===== src/rtl/pipe_fetch_unit_pkg.sv =====
// Shared types and constants for the instruction fetch stage.
package pipe_fetch_unit_pkg;

  localparam logic [31:0] NOP_INSTR = 32'h0000_0000;

  typedef enum logic [1:0] {
    BOOT,
    FETCH,
    HOLD
  } fetch_state_e;

  typedef struct packed {
    logic [31:0] pc;
    logic [31:0] instr;
  } fq_entry_t;

endpackage


===== src/rtl/pipe_fetch_unit_fetch_queue.sv =====
// Synchronous FIFO holding prefetched {pc, instruction} pairs; flush beats push/pop.
module pipe_fetch_unit_fetch_queue #(
  parameter int WIDTH = 64,
  parameter int DEPTH = 4
) (
  input  logic                         clk_i,
  input  logic                         rst_ni,
  input  logic                         push_i,
  input  logic                         pop_i,
  input  logic                         flush_i,
  input  logic [WIDTH-1:0]             wdata_i,
  output logic [WIDTH-1:0]             rdata_o,
  output logic [$clog2(DEPTH+1)-1:0]   count_o,
  output logic                         full_o,
  output logic                         empty_o
);

  localparam int CW = $clog2(DEPTH + 1);
  localparam int PW = $clog2(DEPTH);

  logic [WIDTH-1:0] mem_q [DEPTH];
  logic [PW-1:0]    wr_ptr_q, rd_ptr_q;
  logic [CW-1:0]    count_q, count_d;

  always_comb begin
    count_d = count_q;
    if (push_i && !pop_i) begin
      count_d = count_q + CW'(1);
    end else if (pop_i && !push_i) begin
      count_d = count_q - CW'(1);
    end
  end

  always_ff @(posedge clk_i or negedge rst_ni) begin
    if (!rst_ni) begin
      wr_ptr_q <= '0;
      rd_ptr_q <= '0;
      count_q  <= '0;
    end else if (flush_i) begin
      wr_ptr_q <= '0;
      rd_ptr_q <= '0;
      count_q  <= '0;
    end else begin
      if (push_i) wr_ptr_q <= wr_ptr_q + PW'(1);
      if (pop_i)  rd_ptr_q <= rd_ptr_q + PW'(1);
      count_q <= count_d;
    end
  end

  // Storage needs no reset: count_q alone decides which slots are meaningful.
  always_ff @(posedge clk_i) begin
    if (push_i && !flush_i) mem_q[wr_ptr_q] <= wdata_i;
  end

  assign rdata_o = mem_q[rd_ptr_q];
  assign count_o = count_q;
  assign full_o  = (count_q == CW'(DEPTH));
  assign empty_o = (count_q == '0);

endmodule


===== src/rtl/pipe_fetch_unit.sv =====
// IF stage: PC register, imem handshake, prefetch queue and IF/ID register with stall/redirect.
module pipe_fetch_unit
  import pipe_fetch_unit_pkg::*;
#(
  parameter int              XLEN     = 32,
  parameter logic [XLEN-1:0] RESET_PC = '0,
  parameter int              FQ_DEPTH = 4,
  parameter int              PC_STEP  = 4
) (
  input  logic                          clk_i,
  input  logic                          rst_ni,
  output logic [XLEN-1:0]               imem_addr_o,
  output logic                          imem_req_o,
  input  logic                          imem_ready_i,
  input  logic [XLEN-1:0]               imem_rdata_i,
  input  logic                          id_stall_i,
  input  logic                          redirect_valid_i,
  input  logic [XLEN-1:0]               redirect_pc_i,
  output logic                          id_valid_o,
  output logic [XLEN-1:0]               id_instruction_o,
  output logic [XLEN-1:0]               id_pc_o,
  output logic [XLEN-1:0]               id_pc_4_o,
  output logic [$clog2(FQ_DEPTH+1)-1:0] fq_count_o
);

  localparam int CW = $clog2(FQ_DEPTH + 1);

  fetch_state_e    state_q, state_d;
  logic [XLEN-1:0] fetch_pc_q, fetch_pc_d;
  logic            id_valid_q, id_valid_d;
  logic [XLEN-1:0] id_instr_q, id_instr_d;
  logic [XLEN-1:0] id_pc_q, id_pc_d;
  logic [XLEN-1:0] id_pc4_q, id_pc4_d;

  logic              accept, advance, pop, push, bypass;
  logic              fq_full, fq_empty;
  logic [2*XLEN-1:0] fq_head;
  logic [CW-1:0]     fq_count;

  assign imem_req_o = (state_q == FETCH);
  assign accept     = imem_req_o && imem_ready_i && !redirect_valid_i;
  assign advance    = !id_stall_i && !redirect_valid_i;
  assign pop        = advance && !fq_empty;
  assign bypass     = advance && fq_empty && accept;
  assign push       = accept && !bypass && (!fq_full || pop);

  pipe_fetch_unit_fetch_queue #(
    .WIDTH(2 * XLEN),
    .DEPTH(FQ_DEPTH)
  ) u_fetch_queue (
    .clk_i  (clk_i),
    .rst_ni (rst_ni),
    .push_i (push),
    .pop_i  (pop),
    .flush_i(redirect_valid_i),
    .wdata_i({fetch_pc_q, imem_rdata_i}),
    .rdata_o(fq_head),
    .count_o(fq_count),
    .full_o (fq_full),
    .empty_o(fq_empty)
  );

  // HOLD parks the requester once the queue fills, so a push never lands on a full queue.
  always_comb begin
    state_d    = state_q;
    fetch_pc_d = fetch_pc_q;
    unique case (state_q)
      BOOT:  state_d = FETCH;
      FETCH: if (push && !pop && fq_count == CW'(FQ_DEPTH - 1)) state_d = HOLD;
      HOLD:  if (pop || redirect_valid_i) state_d = FETCH;
      default: state_d = BOOT;
    endcase
    if (redirect_valid_i) begin
      state_d    = FETCH;
      fetch_pc_d = redirect_pc_i;
    end else if (accept) begin
      fetch_pc_d = fetch_pc_q + XLEN'(PC_STEP);
    end
  end

  always_comb begin
    id_valid_d = id_valid_q;
    id_instr_d = id_instr_q;
    id_pc_d    = id_pc_q;
    id_pc4_d   = id_pc4_q;
    if (redirect_valid_i || (advance && !pop && !bypass)) begin
      id_valid_d = 1'b0;
      id_instr_d = XLEN'(NOP_INSTR);
    end else if (pop) begin
      id_valid_d = 1'b1;
      id_pc_d    = fq_head[2*XLEN-1:XLEN];
      id_instr_d = fq_head[XLEN-1:0];
      id_pc4_d   = fq_head[2*XLEN-1:XLEN] + XLEN'(PC_STEP);
    end else if (bypass) begin
      id_valid_d = 1'b1;
      id_pc_d    = fetch_pc_q;
      id_instr_d = imem_rdata_i;
      id_pc4_d   = fetch_pc_q + XLEN'(PC_STEP);
    end
  end

  always_ff @(posedge clk_i or negedge rst_ni) begin
    if (!rst_ni) begin
      state_q    <= BOOT;
      fetch_pc_q <= RESET_PC;
      id_valid_q <= 1'b0;
      id_instr_q <= XLEN'(NOP_INSTR);
      id_pc_q    <= '0;
      id_pc4_q   <= '0;
    end else begin
      state_q    <= state_d;
      fetch_pc_q <= fetch_pc_d;
      id_valid_q <= id_valid_d;
      id_instr_q <= id_instr_d;
      id_pc_q    <= id_pc_d;
      id_pc4_q   <= id_pc4_d;
    end
  end

  assign imem_addr_o      = fetch_pc_q;
  assign id_valid_o       = id_valid_q;
  assign id_instruction_o = id_instr_q;
  assign id_pc_o          = id_pc_q;
  assign id_pc_4_o        = id_pc4_q;
  assign fq_count_o       = fq_count;

endmodule


===== config.mk =====
export PLATFORM = sky130hd
export DESIGN_NAME = pipe_fetch_unit
export DESIGN_NICKNAME = d
export VERILOG_FILES = /design/src/rtl/pipe_fetch_unit_pkg.sv /design/src/rtl/pipe_fetch_unit_fetch_queue.sv /design/src/rtl/pipe_fetch_unit.sv
export SDC_FILE = /design/constraint.sdc
export NUM_CORES = 1
export LEC_CHECK = 0
export ABC_AREA = 0
export CORE_UTILIZATION = 30
export CTS_BUF_LIST = sky130_fd_sc_hd__clkbuf_2 sky130_fd_sc_hd__clkbuf_4 sky130_fd_sc_hd__clkbuf_8
export DETAILED_ROUTE_END_ITERATION = 10
export GPL_TIMING_DRIVEN = 0
export PLACE_DENSITY = 0.51
export SLEW_MARGIN = 30
export SYNTH_ARGS = -nofsm -noshare
export SYNTH_HDL_FRONTEND = slang
export SYNTH_SLANG_ARGS = --single-unit

===== constraint.sdc =====
create_clock -name clk_i -period 5.8 [get_ports clk_i]
set_input_delay 0.87 -clock clk_i [delete_from_list [all_inputs] [get_ports clk_i]]
set_output_delay 0.87 -clock clk_i [all_outputs]
set_load 0.01 [all_outputs]

==> flow_summary_export.csv <==
group,metric,value,unit
run_status,status,"finished, final reports clean",
setup_path,cp_num_buf_inv,4,
synthesis,ys.flop_type,"edfxtp_1",
synthesis,ys_seq_elements,392,
floorplan,fp.dieH,236,µm
setup_path,rr_worst_depth,5,
synthesis,synthCells,1161,
clock_network,cts_hold_buf,0,
synthesis,yosys.area_share.simple,9.88,%
setup_path,slowest_delay,0.71,ns
setup_path,arrival,4.59,ns
sta,final-setup-viol-count,0,
clock_network,clkTransAtPathRegs,0.06,ns
clock_network,numCtsBuffers,70,
setup_path,path_class,"input port to flop",
routing,wl_per_cell,23.4,µm
floorplan,start_util,30.5,%
clock_network,post_cts_resized,0,
sta,finClkSkew,0.0229,ns
setup_path,crit_chain,"clkdlybuf4s50_1 > nor2_1 > clkbuf_1 > nand2_1 > nor2_1 > buf_1 > clkbuf_1 > a22oi_1 > nand2_1",
synthesis,avgSynthCellArea,14.2,µm²
floorplan,die_x,236,µm
placement,post-dp-hpwl,34200,µm
layout,drive_gt1_share,15.1,%
synthesis,syn_nets,1237,
placement,port-buffer-count,201,
placement,gp_congestion,0.802,
clock_network,cts_setup_buffers,0,
synthesis,synth_mux_area_share,9.00,%
floorplan,die_area,0.0559,mm²
pwr,p_leak,7.36,nW
routing,drcViolationCount,0,
floorplan,top_level_ports,202,
routing,viasPerCell,5.06,
sta,fin_crit_sh,69.6,%
sta,rsz0062_at_grt,"false",
synthesis,synth_compound_area_share,6.66,%
sta,holdWs,0.190,ns
setup_path,cp-endpoint,"id_instruction_o[16]",
synthesis,synthArstFlopShare,34.7,%
clock_network,cts_tree,"done",
floorplan,core,0.0540,mm²
synthesis,synth_adder_area_share,0.577,%
synthesis,synth_xor_area_share,4.57,%
job,max_cap_viol_count,0,
clock_network,clock_path_buffers,3,
clock_network,clk_latency,0.63,ns
layout,final_cell_mix,"256 x edfxtp_1, 200 x clkdlybuf4s50_1, 179 x nand2_1, 136 x dfrtp_1, 79 x clkbuf_8",
setup_path,path_depth,9,
clock_network,cts.sinks,392,
pwr,ir_drop,0.165,mV
grt,grt_use_total,18.3,%
setup_path,cp_top_family,"buffers and inverters",
sta,relSlewSlack,39.2,%
layout,final_area,0.0210,mm²
routing,ant_nets,0,
layout,fillCellCount,5202,
clock_network,cts_root_buffer,"clkbuf_8",
layout,syn_to_final_growth,27.1,%
grt,grt_pass1_vias,11300,
routing,dr_total_vias,11100,
placement,placed_cell_area,0.0195,mm²
sta,clock.fmax,248,MHz
sta,final_max_slew_viol_count,0,
floorplan,rows,85,
routing,drtIter0Drc,717,
setup_path,critPathMaxFanout,10,
synthesis,synth_seq_area_share,67.2,%
pwr,powerDensity,417,mW/mm²
synthesis,synth_cell_types,57,
grt,antenna_found_initial,2,
layout,fin_nets,1515,
setup_path,crit_start,"redirect_valid_i",
synthesis,yosysWarnings,0,
clock_network,htree_levels,3,
synthesis,synth_edf_count,256,
routing,dr.pass1.iters,7,
setup_path,worst_setup_path_start_kind,"input port",
sta,hold_viol,0,
grt,grt_max_degree,75,
grt,grt_pass1_wl,75400,µm
layout,layout_commonest_cell,"edfxtp_1",
setup_path,worstSetupEndpointType,"flop",
sta,fin_crit,4.03,ns
setup_path,timing.rr.end,"u_fetch_queue.mem_q[2][16]",
worst_hold_path,hp-class,"input port to async pin",
synthesis,synth_area,0.0165,mm²
setup_path,r2r-start,"state_q[1]",
setup_path,r2r_slack,2.30,ns
grt,grt.overflow.total,0,
synthesis,synth_top_family_by_area,"simple AND/OR/NAND/NOR gates",
setup_path,slowest_stage,"buf_1",
sta,worst_slew_pin_slew,0.910,ns
routing,wl,51200,µm
setup_path,cp_data_required_time,6.36,ns
## layer usage
| layer | GRT usage, % | wire length (µm) |
|---|---|---|
| met4 | 5.63 | 1020 |
| met5 | 0 | 0 |
| met3 | 4.05 | 3190 |
| met1 | 25.5 | 23300 |
| met2 | 28.6 | 23700 |
## synthesized netlist by cell type, types with 15 or more instances
library cell  instances  area share, %
dfrtp_1             136             21
clkbuf_1             56            1.3
nor2_1               65            1.5
o22ai_1              27            1.0
a22oi_1              34            1.5
a21oi_1              36            1.1
edfxtp_1            256             47
a31oi_1              15           0.57
xnor2_1              43            2.3
nand2_1             179            4.1
xor2_1               43            2.3
mux4_2               64            8.7
o21ai_0              33            1.0
nand3_1              31           0.94
nand4_1              17           0.64
## how the worst min path moves through the flow
stage,end,slack [ns]
floorplan,id_instruction_o[0],0.51
global placement,id_instruction_o[6],0.45
detailed placement,id_instruction_o[7],0.45
CTS,id_instruction_o[15],0.17
global route,id_instruction_o[14],0.20
finish,id_instruction_o[15],0.19
## power by group
part           switching (mW)  total [mW]  internal, mW
Sequential              0.320        3.70          3.38
Combinational            1.24        2.38          1.14
Clock                    1.15        2.65          1.50
Total                    2.71        8.73          6.02
## state kept, by name, indices dropped and copies added (netlist names)
signal and cells:
u_fetch_queue.rd_ptr_q 2, state_q 2, id_instruction_o 32, u_fetch_queue.wr_ptr_q 2
u_fetch_queue.count_o 3, imem_addr_o 32, id_pc_4_o 30, u_fetch_queue.mem_q 256
id_valid_o 1, id_pc_o 32
## cell type report
cell class | instances | area (µm²) | share of cell area, %
clock buffers | 113 | 1340 | 6.41
inverters | 6 | 22.5 | 0.107
flip-flops and latches | 392 | 11100 | 52.9
repair buffers | 206 | 2150 | 10.3
well taps | 696 | 871 | 4.16
diodes | 2 | 5.00 | 0.0239
multi-input cells | 688 | 5080 | 24.2
plain buffers | 75 | 320 | 1.53
clock inverters | 10 | 75.1 | 0.358
## logic make-up (layout without fill, tap and decap cells)
group / count (synthesis) / after routing
buffers and inverters: 81 / 410
AOI/OAI and AO/OA: 175 / 175
muxes: 68 / 68
other: 0 / 2
DFF: 392 / 392
and+or+nand+nor: 352 / 352
adders and majority gates: 7 / 7
xor gates and xnor gates: 86 / 86
## per-stage QoR
stage	std cells	power [mW]	worst slack (ns)	utilization, %	TNS [ns]
CTS	2186	8.84	1.72	38.8	0
detailed placement	2063	6.15	1.04	36.2	0
global placement	2058	6.12	-2.49	35.9	-535.77
global route	2187	9.14	1.46	38.8	0
floorplan	1161	4.88	2.01	-	0
finish	2188	8.73	1.77	38.8	0
Power figures use the tool's default switching activity.
